File: config.mk
export PLATFORM = sky130hd
export DESIGN_NAME = bcd_seq_converter
export DESIGN_NICKNAME = d
export VERILOG_FILES = /design/src/rtl/bcd_pkg.sv /design/src/rtl/bcd_digit_adjust.sv /design/src/rtl/bcd_seq_converter.sv
export SDC_FILE = /design/constraint.sdc
export NUM_CORES = 1
export LEC_CHECK = 0
export ABC_AREA = 1
export BUFFER_PORTS_ARGS = -buffer_cell sky130_fd_sc_hd__buf_2
export CELL_PAD_IN_SITES_DETAIL_PLACEMENT = 1
export CELL_PAD_IN_SITES_GLOBAL_PLACEMENT = 1
export CORE_UTILIZATION = 43
export DETAILED_ROUTE_END_ITERATION = 8
export GPL_ROUTABILITY_DRIVEN = 1
export PLACE_DENSITY_LB_ADDON = 0.1
export REMOVE_ABC_BUFFERS = 1
export SLEW_MARGIN = 10
export SYNTH_ARGS = -nofsm -noshare
export SYNTH_HDL_FRONTEND = slang
export SYNTH_SLANG_ARGS = --single-unit
File: constraint.sdc
create_clock -name clk -period 2.4 [get_ports clk]
set_input_delay 0.48 -clock clk [delete_from_list [all_inputs] [get_ports clk]]
set_output_delay 0.48 -clock clk [all_outputs]
set_load 0.02 [all_outputs]
File: src/rtl/bcd_pkg.sv
// Shared types and helpers for the sequential binary-to-BCD converter.
package bcd_pkg;

    localparam int DIGIT_W = 4;

    typedef enum logic [1:0] {
        IDLE,
        CONV,
        DONE
    } state_t;

    // ceil(w * log10(2)) using log10(2) ~= 0.30103 in fixed point
    function automatic int min_digits(input int w);
        return (w * 30103 + 99999) / 100000;
    endfunction

endpackage

File: src/rtl/bcd_digit_adjust.sv
// Double-dabble digit correction: add 3 to any BCD digit of 5 or more.
module bcd_digit_adjust
    import bcd_pkg::*;
(
    input  logic [DIGIT_W-1:0] din,
    output logic [DIGIT_W-1:0] dout
);

    always_comb begin
        dout = din;
        if (din >= DIGIT_W'(5))
            dout = din + DIGIT_W'(3);
    end

endmodule

File: src/rtl/bcd_seq_converter.sv
// Multi-cycle shift-add-3 binary-to-BCD converter with start/done handshake.
// Optional two's-complement input handling is enabled by defining BCD_SIGNED_EN.
module bcd_seq_converter
    import bcd_pkg::*;
#(
    parameter int W      = 8,
    parameter int DIGITS = 3
) (
    input  logic                    clk,
    input  logic                    rst,
    input  logic                    start,
    input  logic [W-1:0]            bin,
    output logic                    busy,
    output logic                    done,
    output logic [DIGIT_W*DIGITS-1:0] bcd,
    output logic                    ovf,
    output logic                    sign
);

    localparam int BW = DIGIT_W * DIGITS;
    localparam int CW = $clog2(W + 1);

    state_t          state, state_n;
    logic [W-1:0]    shreg;
    logic [BW-1:0]   scratch;
    logic [BW-1:0]   scratch_adj;
    logic [CW-1:0]   cnt;
    logic            ovf_sticky;
    logic [W-1:0]    load_val;

    for (genvar g = 0; g < DIGITS; g++) begin : g_adj
        bcd_digit_adjust u_adj (
            .din  (scratch[g*DIGIT_W +: DIGIT_W]),
            .dout (scratch_adj[g*DIGIT_W +: DIGIT_W])
        );
    end

`ifdef BCD_SIGNED_EN
    logic sign_lat;

    // Magnitude of a two's-complement word; the most negative value maps to 2^(W-1)
    always_comb begin
        load_val = bin;
        if (bin[W-1])
            load_val = ~bin + W'(1);
    end
`else
    always_comb load_val = bin;
    assign sign = 1'b0;
`endif

    assign busy = (state != IDLE);

    always_comb begin
        state_n = state;
        case (state)
            IDLE:    if (start) state_n = CONV;
            CONV:    if (cnt == CW'(1)) state_n = DONE;
            DONE:    state_n = IDLE;
            default: state_n = IDLE;
        endcase
    end

    always_ff @(posedge clk) begin
        if (rst) begin
            state      <= IDLE;
            shreg      <= '0;
            scratch    <= '0;
            cnt        <= '0;
            ovf_sticky <= 1'b0;
            done       <= 1'b0;
            bcd        <= '0;
            ovf        <= 1'b0;
`ifdef BCD_SIGNED_EN
            sign_lat   <= 1'b0;
            sign       <= 1'b0;
`endif
        end else begin
            state <= state_n;
            done  <= 1'b0;
            case (state)
                IDLE: begin
                    if (start) begin
                        shreg      <= load_val;
                        scratch    <= '0;
                        cnt        <= CW'(W);
                        ovf_sticky <= 1'b0;
`ifdef BCD_SIGNED_EN
                        sign_lat   <= bin[W-1];
`endif
                    end
                end
                CONV: begin
                    // Top bit of the adjusted scratch is lost by the shift; remember it
                    {scratch, shreg} <= {scratch_adj[BW-2:0], shreg, 1'b0};
                    ovf_sticky       <= ovf_sticky | scratch_adj[BW-1];
                    cnt              <= cnt - CW'(1);
                end
                DONE: begin
                    bcd  <= scratch;
                    ovf  <= ovf_sticky;
                    done <= 1'b1;
`ifdef BCD_SIGNED_EN
                    sign <= sign_lat;
`endif
                end
                default: ;
            endcase
        end
    end

endmodule

== Word level (Yosys, flattened, before mapping) ==
Index checks and enable logic that the tools add are counted.
W data, S select, Z words.

* Add/sub/neg operators: 4
* Magnitude comparators: 3
* Eq/ne operators: 5
* Mux-type cells: 15
* Bitwise logic cells: 1
* Reductions and logical operators: 5

{| class="wikitable"
|+ Operators with widths
! cell !! number
|-
| $pmux W12 S2 || 1
|-
| $mux W4 || 4
|-
| $pmux W8 S2 || 1
|-
| $add A4 B2 Y4 const B || 3
|-
| $ge A4 B3 Y1 const B || 3
|-
| $mux W12 || 1
|-
| $mux W8 || 1
|-
| $pmux W4 S2 || 1
|-
| $eq A4 B1 Y1 const B || 1
|-
| $mux W2 || 2
|-
| $ne A2 B2 Y1 const B || 2
|-
| $pmux W2 S2 || 1
|-
| $reduce_and A2 Y1 || 2
|-
| $reduce_bool A2 Y1 || 2
|-
| $sub A4 B1 Y4 const B || 1
|-
| $eq A2 B1 Y1 const B || 1
|-
| $eq A2 B2 Y1 const B || 1
|-
| $logic_not A2 Y1 || 1
|-
| $mux W1 || 2
|-
| $pmux W1 S2 || 1
|-
| $or A1 B1 Y1 || 1
|}

* Register bits after elaboration: 41
* Bits of input ports: 11

== Longest topological paths before layout ==
Gate-level depths: netlist of the first run.

* Depth after elaboration: 4
* Mapped depth: 9

== Cells and area by module ==
Synthesis of the first run repeated with hierarchy kept, for this count alone.

* Cell total of the unflattened synthesis: 266
* Area, all modules: 1968.1 um^2

{| class="wikitable"
|+ Modules (own cells, without submodules)
! module !! instances !! cells an instance !! area an instance (um^2) !! seq. area each (um^2)
|-
| bcd_seq_converter || 1 || 197 || 1562.7 || 820.8
|-
| bcd_digit_adjust || 3 || 23 || 135.1 || 0.0
|}

== Worst setup path before layout of the first run ==
OpenSTA, ideal clock, no wires.

* Kind: register to register
* From: reg scratch[0]
* To: reg scratch[4]
* Library setup time: 0.065 ns
* Data arrival time: 1.115 ns
* Required time: 2.335 ns
* Path slack: 1.220 ns
* Cell stages (with the launch flop): 10
* Path buffers: 0
* Clock period less this slack: 1.180 ns
* Cells stage by stage: dfxtp_1 -> inv_1 -> ha_1 -> inv_1 -> nand2_1 -> nand3_1 -> nand2_1 -> nor2_1 -> nor2_1 -> nor2_1

* Longest elaborated chain between the ends: 3
* Elaborated cells on any way between the ends: 4
* Classes of those cells: add/sub: 1; order compare: 1; mux: 2

{| class="wikitable"
|+ RTL lines
! what !! line !! source
|-
| start: declaration || bcd_seq_converter.sv:25 || <nowiki>logic [BW-1:0] scratch;</nowiki>
|-
| start signal: assignment || bcd_seq_converter.sv:95 || <nowiki>{scratch, shreg} <= {scratch_adj[BW-2:0], shreg, 1'b0};</nowiki>
|-
| $add A4 B2 Y4 or $ge A4 B3 Y1 (tied branches) || bcd_digit_adjust.sv:12, bcd_digit_adjust.sv:11 ||
|-
| $mux W4 (*) || bcd_digit_adjust.sv:11 || <nowiki>if (din >= DIGIT_W'(5))</nowiki>
|-
| $pmux W12 S2 (*) || bcd_seq_converter.sv:81 || <nowiki>case (state)</nowiki>
|}

Every way passes the cells marked *; elsewhere a longest branch is shown, timed or not.
A chain may end at the register's enable or synchronous reset.

== Worst setup path in the final report of the first run ==
* From: reg state[0]
* To: out busy

* Longest elaborated chain between the ends: 1

{| class="wikitable"
|+ RTL lines
! what !! line !! source
|-
| start: declaration || bcd_seq_converter.sv:23 || <nowiki>state_t state, state_n;</nowiki>
|-
| start signal: assignment || bcd_seq_converter.sv:79 || <nowiki>state <= state_n;</nowiki>
|-
| $reduce_bool A2 Y1 || bcd_seq_converter.sv:52 || <nowiki>assign busy = (state != IDLE);</nowiki>
|-
| end: declaration || bcd_seq_converter.sv:13 || <nowiki>output logic busy,</nowiki>
|}

No other way between the ends.

==> results of run 1 <==
==> state kept, by name, summed over array words and instances (netlist names) <==
register    flops
bcd            12
cnt             4
done            1
ovf             1
ovf_sticky      1
scratch        12
shreg           8
state           2
==> how the worst min path moves through the flow <==
stage | end | depth (start not counted)
floorplan | ovf$_SDFFE_PP0P_ | 2
global placement | ovf$_SDFFE_PP0P_ | 2
detailed placement | shreg[0]$_SDFFE_PP0P_ | 2
CTS | shreg[0]$_SDFFE_PP0P_ | 3
global route | shreg[0]$_SDFFE_PP0P_ | 3
finish | shreg[0]$_SDFFE_PP0P_ | 3
==> worst min-delay path: cells and delay by family <==
kind | cells | cell delay, ps
compound gates | 1 | 50
simple gates | 1 | 50
buf+inv | 1 | 90
==> cell type report <==
type,instances,area (sq um)
Fill cell,555,1990
Multi-Input combinational cell,174,871
Sequential cell,41,821
Timing Repair Buffer,27,140
Inverter,30,113
Clock buffer,7,86.3
Tap cell,50,62.6
==> layer usage <==
metal | up-vias | track usage | routed length (um)
li1 | 873 | - | -
met1 | 790 | 0.268 | 2210
met2 | 22 | 0.358 | 2010
met3 | 5 | 0.0500 | 134
met4 | 0 | 0.0938 | 68
met5 | - | 0 | 0
==> logic make-up (layout without fill, tap and decap cells) <==
| group | after synthesis | after routing | synth area share |
|---|---|---|---|
| flip-flops | 41 | 41 | 0.440 |
| adder cells (fa/ha/maj) | 8 | 8 | 0.0536 |
| AO/OA/AOI/OAI | 61 | 61 | 0.172 |
| other | 1 | 1 | 0.00201 |
| AND/OR/NAND/NOR | 104 | 104 | 0.239 |
| buffers and inverters | 40 | 64 | 0.0938 |
==> power by group <==
group          internal (W)  switching, W
Sequential         0.000704     0.0000159
Combinational     0.0000425     0.0000885
Clock              0.000228      0.000234
Total              0.000974      0.000338
==> layout by cell type, fill, tap and decap left out, drive strengths merged <==
master / n
ha: 8
inv: 30
nor2: 30
nand2: 51
conb: 1
a21oi: 33
nand3: 16
dfxtp: 41
clkbuf: 7
o211ai: 3
buf: 27
nor3: 1
nand4: 6
o21ai: 22
a22oi: 3
==> metrics by stage <==
stage,hold WS (ps),setup WS (ps)
floorplan,431,1130
detailed placement,456,917
global route,440,746
finish,429,893
global placement,445,916
CTS,419,875
==> cells in the mapped netlist <==
cell type  number  area (sq um)
conb_1          1          3.75
nand2_4         2          22.5
nor2_2          1          6.26
nand3_1        16          80.1
a22oi_1         3          22.5
inv_1          29           109
nand4_1         6          37.5
o211ai_1        3          22.5
inv_2           1          3.75
buf_4           2          15.0
o21ai_0        22           110
nand2_1        48           180
dfxtp_1        41           821
clkbuf_1        3          11.3
nor2_1         29           109
a21oi_1        33           165
nand2_2         1          6.26
ha_1            8           100
buf_2           2          10.0
buf_6           2          22.5
buf_1           1          3.75
nor3_1          1          5.00
==> flow_summary.json, run 1 <==
{
  "ir_worst_vdd_mv": 0.467,
  "crit_chain": "nor2_1 > inv_1 > buf_2",
  "hp-class": "primary input to register",
  "yosysUniqueCellTypes": 22,
  "cp_top_family": "flip-flops",
  "layout-drive-gt1-share": 0.136,
  "worst_pin_slew_ps": 619,
  "die-height_um": 67.9,
  "slew_headroom": 0.587,
  "grt_pass1_wl_um": 7340,
  "cts_made_buffers": 5,
  "io_pins": 27,
  "crit_type": "register to output port",
  "ys_ff_latch": 41,
  "clk-insertion-delay-late_ps": 290,
  "wirelength_um": 4420,
  "crit_start": "state[0]$_SDFFE_PP0P_",
  "period_share": 0.628,
  "dpl.cell_count": 322,
  "hold_violations": 0,
  "place_area_sq_um": 2010,
  "dr.pass1.iters": 4,
  "cp.required_ps": 1920,
  "slowest_stage": "dfxtp_1",
  "syn_inst": 255,
  "crit_path_end": "busy",
  "final_cell_area_sq_um": 2090,
  "path_depth": 3,
  "vias_per_cell": 5.14,
  "maxCapViolations": 0,
  "path_max_fanout": 4,
  "arrival_ps": 1030,
  "fin_tns_setup_ps": 0,
  "dp_hpwl_um": 3010,
  "powerDensity_nw_per_um2": 627,
  "final_nets": 298,
  "fmax_mhz": 663,
  "r2r-end": "scratch[4]$_SDFFE_PP0P_",
  "avgSynthCellArea_sq_um": 7.32,
  "r2r_slack_ps": 920,
  "ys_warn_count": 0,
  "yosysSeqAreaShare": 0.440,
  "initial_core_util": 0.457,
  "grt_use_total": 0.217,
  "grt_pass1_vias": 1615,
  "grt_max_degree": 25,
  "final_cells": 329,
  "wire_per_inst_um": 13.4,
  "cellLeakagePower_nw": 0.931,
  "numPortBuffers": 25,
  "cts_resized": 0,
  "final_antenna_net_count": 0,
  "drt_iter0_drc": 33,
  "num_vias": 1690,
  "grt_overflow_total": 0,
  "ff2ff_path_depth": 7,
  "core_area_sq_um": 4090,
  "status": "finished clean",
  "clock_path_buffers": 2,
  "skew_ps": 5.53,
  "die_w_um": 67.9,
  "slowest_delay_ps": 430,
  "cts_setup_buffers": 0,
  "mappedNetlistArea_sq_um": 1870,
  "cts_tree": "done",
  "clkSlewWorstSetupHoldPaths_ps": 80,
  "htreeDepth": 2,
  "antenna_found_initial": 0,
  "timing.rr.start": "state[0]$_SDFFE_PP0P_",
  "cts_hold_buf": 0,
  "layout_min_cycle_time_ps": 1510,
  "hp-start": "bin[0]",
  "p_total_w": 0.00131,
  "std_cell_rows": 23,
  "clockRootBuffer": "clkbuf_8",
  "place_congestion": 0.765,
  "worst-path-buf-inv": 2,
  "die_area_sq_um": 4610,
  "rsz0062_at_grt": "false",
  "final_util": 0.512,
  "critPathLaunchType": "register",
  "syn_to_final_growth_pct": 12.1,
  "finalSetupViolations": 0,
  "cts_num_sinks": 41,
  "maxSlewViolCount": 0,
  "antenna_cells": 0,
  "endpoint_kind": "output port",
  "drc": 0
}
No activity file was read; power rests on OpenSTA's default activity.
==> run 2: changes to the inputs <==
- ABC_AREA: 1 -> 0
- CORE_UTILIZATION: 43 -> 42
- clock period: 2.4 -> 1.4 ns (I/O delays scaled with it)
==> run 2 against run 1 <==
Against the previous run:
- setup slack lost 880 ps
- count of clock-buffer cells in the layout shrank 2
- clock skew grew 2.3 ps
- critical path depth is the same
- global-route usage shrank 0.071 points
- final area grew 15%
- critical endpoint unchanged
==> flow_summary.json, run 2 <==
{
  "synth_area_leaders": "dfxtp_1, a21oi_1, nand2_1",
  "synth_edf_count": 0,
  "final_cell_area_sq_um": 2410,
  "grt_pass1_vias": 1832,
  "antenna_cells": 0,
  "synth_ff_type": "dfxtp_1",
  "ir_worst_vdd_mv": 0.586,
  "slowest_delay_ps": 360,
  "grt_overflow_total": 0,
  "hp-start": "bin[0]",
  "post-synth-top-area-cell": "dfxtp_1",
  "rsz0062_at_grt": "true",
  "cp.required_ps": 1120,
  "die-height_um": 70.3,
  "arrival_ps": 1100,
  "hp-class": "primary input to register",
  "num_vias": 1798,
  "avgSynthCellArea_sq_um": 8.36,
  "fmax_mhz": 723,
  "numPortBuffers": 25,
  "cp_common_cell": "buf_6",
  "htreeDepth": 2,
  "die_w_um": 70.3,
  "skew_ps": 7.86,
  "dr.pass1.iters": 4,
  "final_antenna_net_count": 0,
  "ys_warn_count": 0,
  "layout_commonest_cell": "dfxtp_1",
  "crit_start": "state[1]$_SDFFE_PP0P_",
  "vias_per_cell": 5.50,
  "grt_use_total": 0.216,
  "slowest_stage": "dfxtp_4",
  "hold_violations": 0,
  "drt_iter0_drc": 65,
  "die_area_sq_um": 4940,
  "grt_pass1_wl_um": 8520,
  "powerDensity_nw_per_um2": 1020,
  "hold_depth": 3,
  "wirelength_um": 5050,
  "initial_core_util": 0.443,
  "final_cell_mix": "dfxtp_1, nand2_1, a21oi_1",
  "clkSlewWorstSetupHoldPaths_ps": 70,
  "critPathLaunchType": "register",
  "reg_top3": "bcd x12, scratch x12, shreg x8",
  "synthTopCellsByCount": "dfxtp_1, nand2_1, a21oi_1",
  "place_area_sq_um": 2230,
  "maxSlewViolCount": 0,
  "p_total_w": 0.00246,
  "finalSetupViolations": 0,
  "layout_min_cycle_time_ps": 1380,
  "drc": 0,
  "yosysUniqueCellTypes": 36,
  "endpoint_kind": "output port",
  "final_nets": 294,
  "clock_path_buffers": 2,
  "yosysMostFrequentCell": "dfxtp_1",
  "io_pins": 27,
  "core_area_sq_um": 4410,
  "timing.rr.start": "state[1]$_SDFFE_PP0P_",
  "mappedNetlistArea_sq_um": 1960,
  "ys_async_sr_fraction": 0,
  "clk-insertion-delay-late_ps": 290,
  "ff2ff_path_depth": 5,
  "crit_chain": "buf_6 > or2_4 > buf_6",
  "synth_top_cell_area_share": 0.419,
  "dp_hpwl_um": 3500,
  "syn_inst": 234,
  "maxCapViolations": 0,
  "cts_made_buffers": 5,
  "wire_per_inst_um": 15.4,
  "fin_tns_setup_ps": 0,
  "antenna_found_initial": 0,
  "clockRootBuffer": "clkbuf_8",
  "status": "finished clean",
  "layout-drive-gt1-share": 0.269,
  "crit_type": "register to output port",
  "syn_to_final_growth_pct": 23.3,
  "place_congestion": 0.799,
  "path_max_fanout": 2,
  "yosysSeqAreaShare": 0.419,
  "ys_ff_latch": 41,
  "grt_max_degree": 23,
  "period_share": 0.987,
  "cts_num_sinks": 41,
  "cellLeakagePower_nw": 0.937,
  "cts_tree": "done",
  "std_cell_rows": 24
}
## run 2: area by class of cell
type	count	area (sq um)
Clock buffer	5	68.8
Inverter	18	67.6
Clock inverter	2	35.0
Sequential cell	41	828
Multi-Input combinational cell	160	1010
Timing Repair Buffer	49	339
Fill cell	550	2000
Tap cell	52	65.1
## run 2: repair_timing
item / in CTS / in global routing
setup buffers: 2 / 1
gates cloned: 0 / 1
pin swaps: 0 / 3
setup endpoints to repair: 1 / 13
hold buffers: 0 / 0
gates resized for setup: 7 / 12
## run 2: worst paths after layout
check	to	slack [ps]
max reg2reg	scratch[11]$_SDFFE_PP0P_	60
min	shreg[0]$_SDFFE_PP0P_	270
min reg2reg	bcd[0]$_SDFFE_PP0P_	450
max	busy	20
## run 2: power breakdown
part | switching, W | leakage, nW | internal [W]
Sequential | 0.0000332 | 0.335 | 0.00120
Combinational | 0.000166 | 0.547 | 0.000141
Clock | 0.000399 | 0.0540 | 0.000518
## run 2: cell families (layout without fill, tap and decap cells)
family,after synthesis,count (layout),synth area share
AND/OR/NAND/NOR,83,83,0.207
other,1,1,0.00192
AO/OA/AOI/OAI,65,65,0.230
buffers and inverters,33,74,0.0780
flip-flops,41,41,0.419
XOR/XNOR,3,3,0.0134
adder cells (fa/ha/maj),8,8,0.0512
## run 2: metal layers
metal / part of all wire / vias to the layer above / global-route usage
met3: 0.028 / 4 / 0.0390
met1: 0.48 / 875 / 0.276
met4: 0.0087 / 0 / 0.0778
li1: - / 891 / -
met5: 0 / - / 0
met2: 0.48 / 28 / 0.361
## run 2: stage by stage
step	utilization	setup slack (ps)	std cells	hold slack, ps
6_report	0.546	17.8	327	268
3_5_place_dp	0.506	87.9	317	448
2_1_floorplan	-	-132	219	349
4_1_cts	0.537	21.6	326	245
5_1_grt	0.546	-20.8	327	271
3_3_place_gp	0.506	120	317	443
## run 2: worst max-delay path: cells and delay by family (launching register included)
family / cells / cell delay, ps
buffers and inverters: 2 / 240
flip-flops: 1 / 360
AND/OR/NAND/NOR: 1 / 220
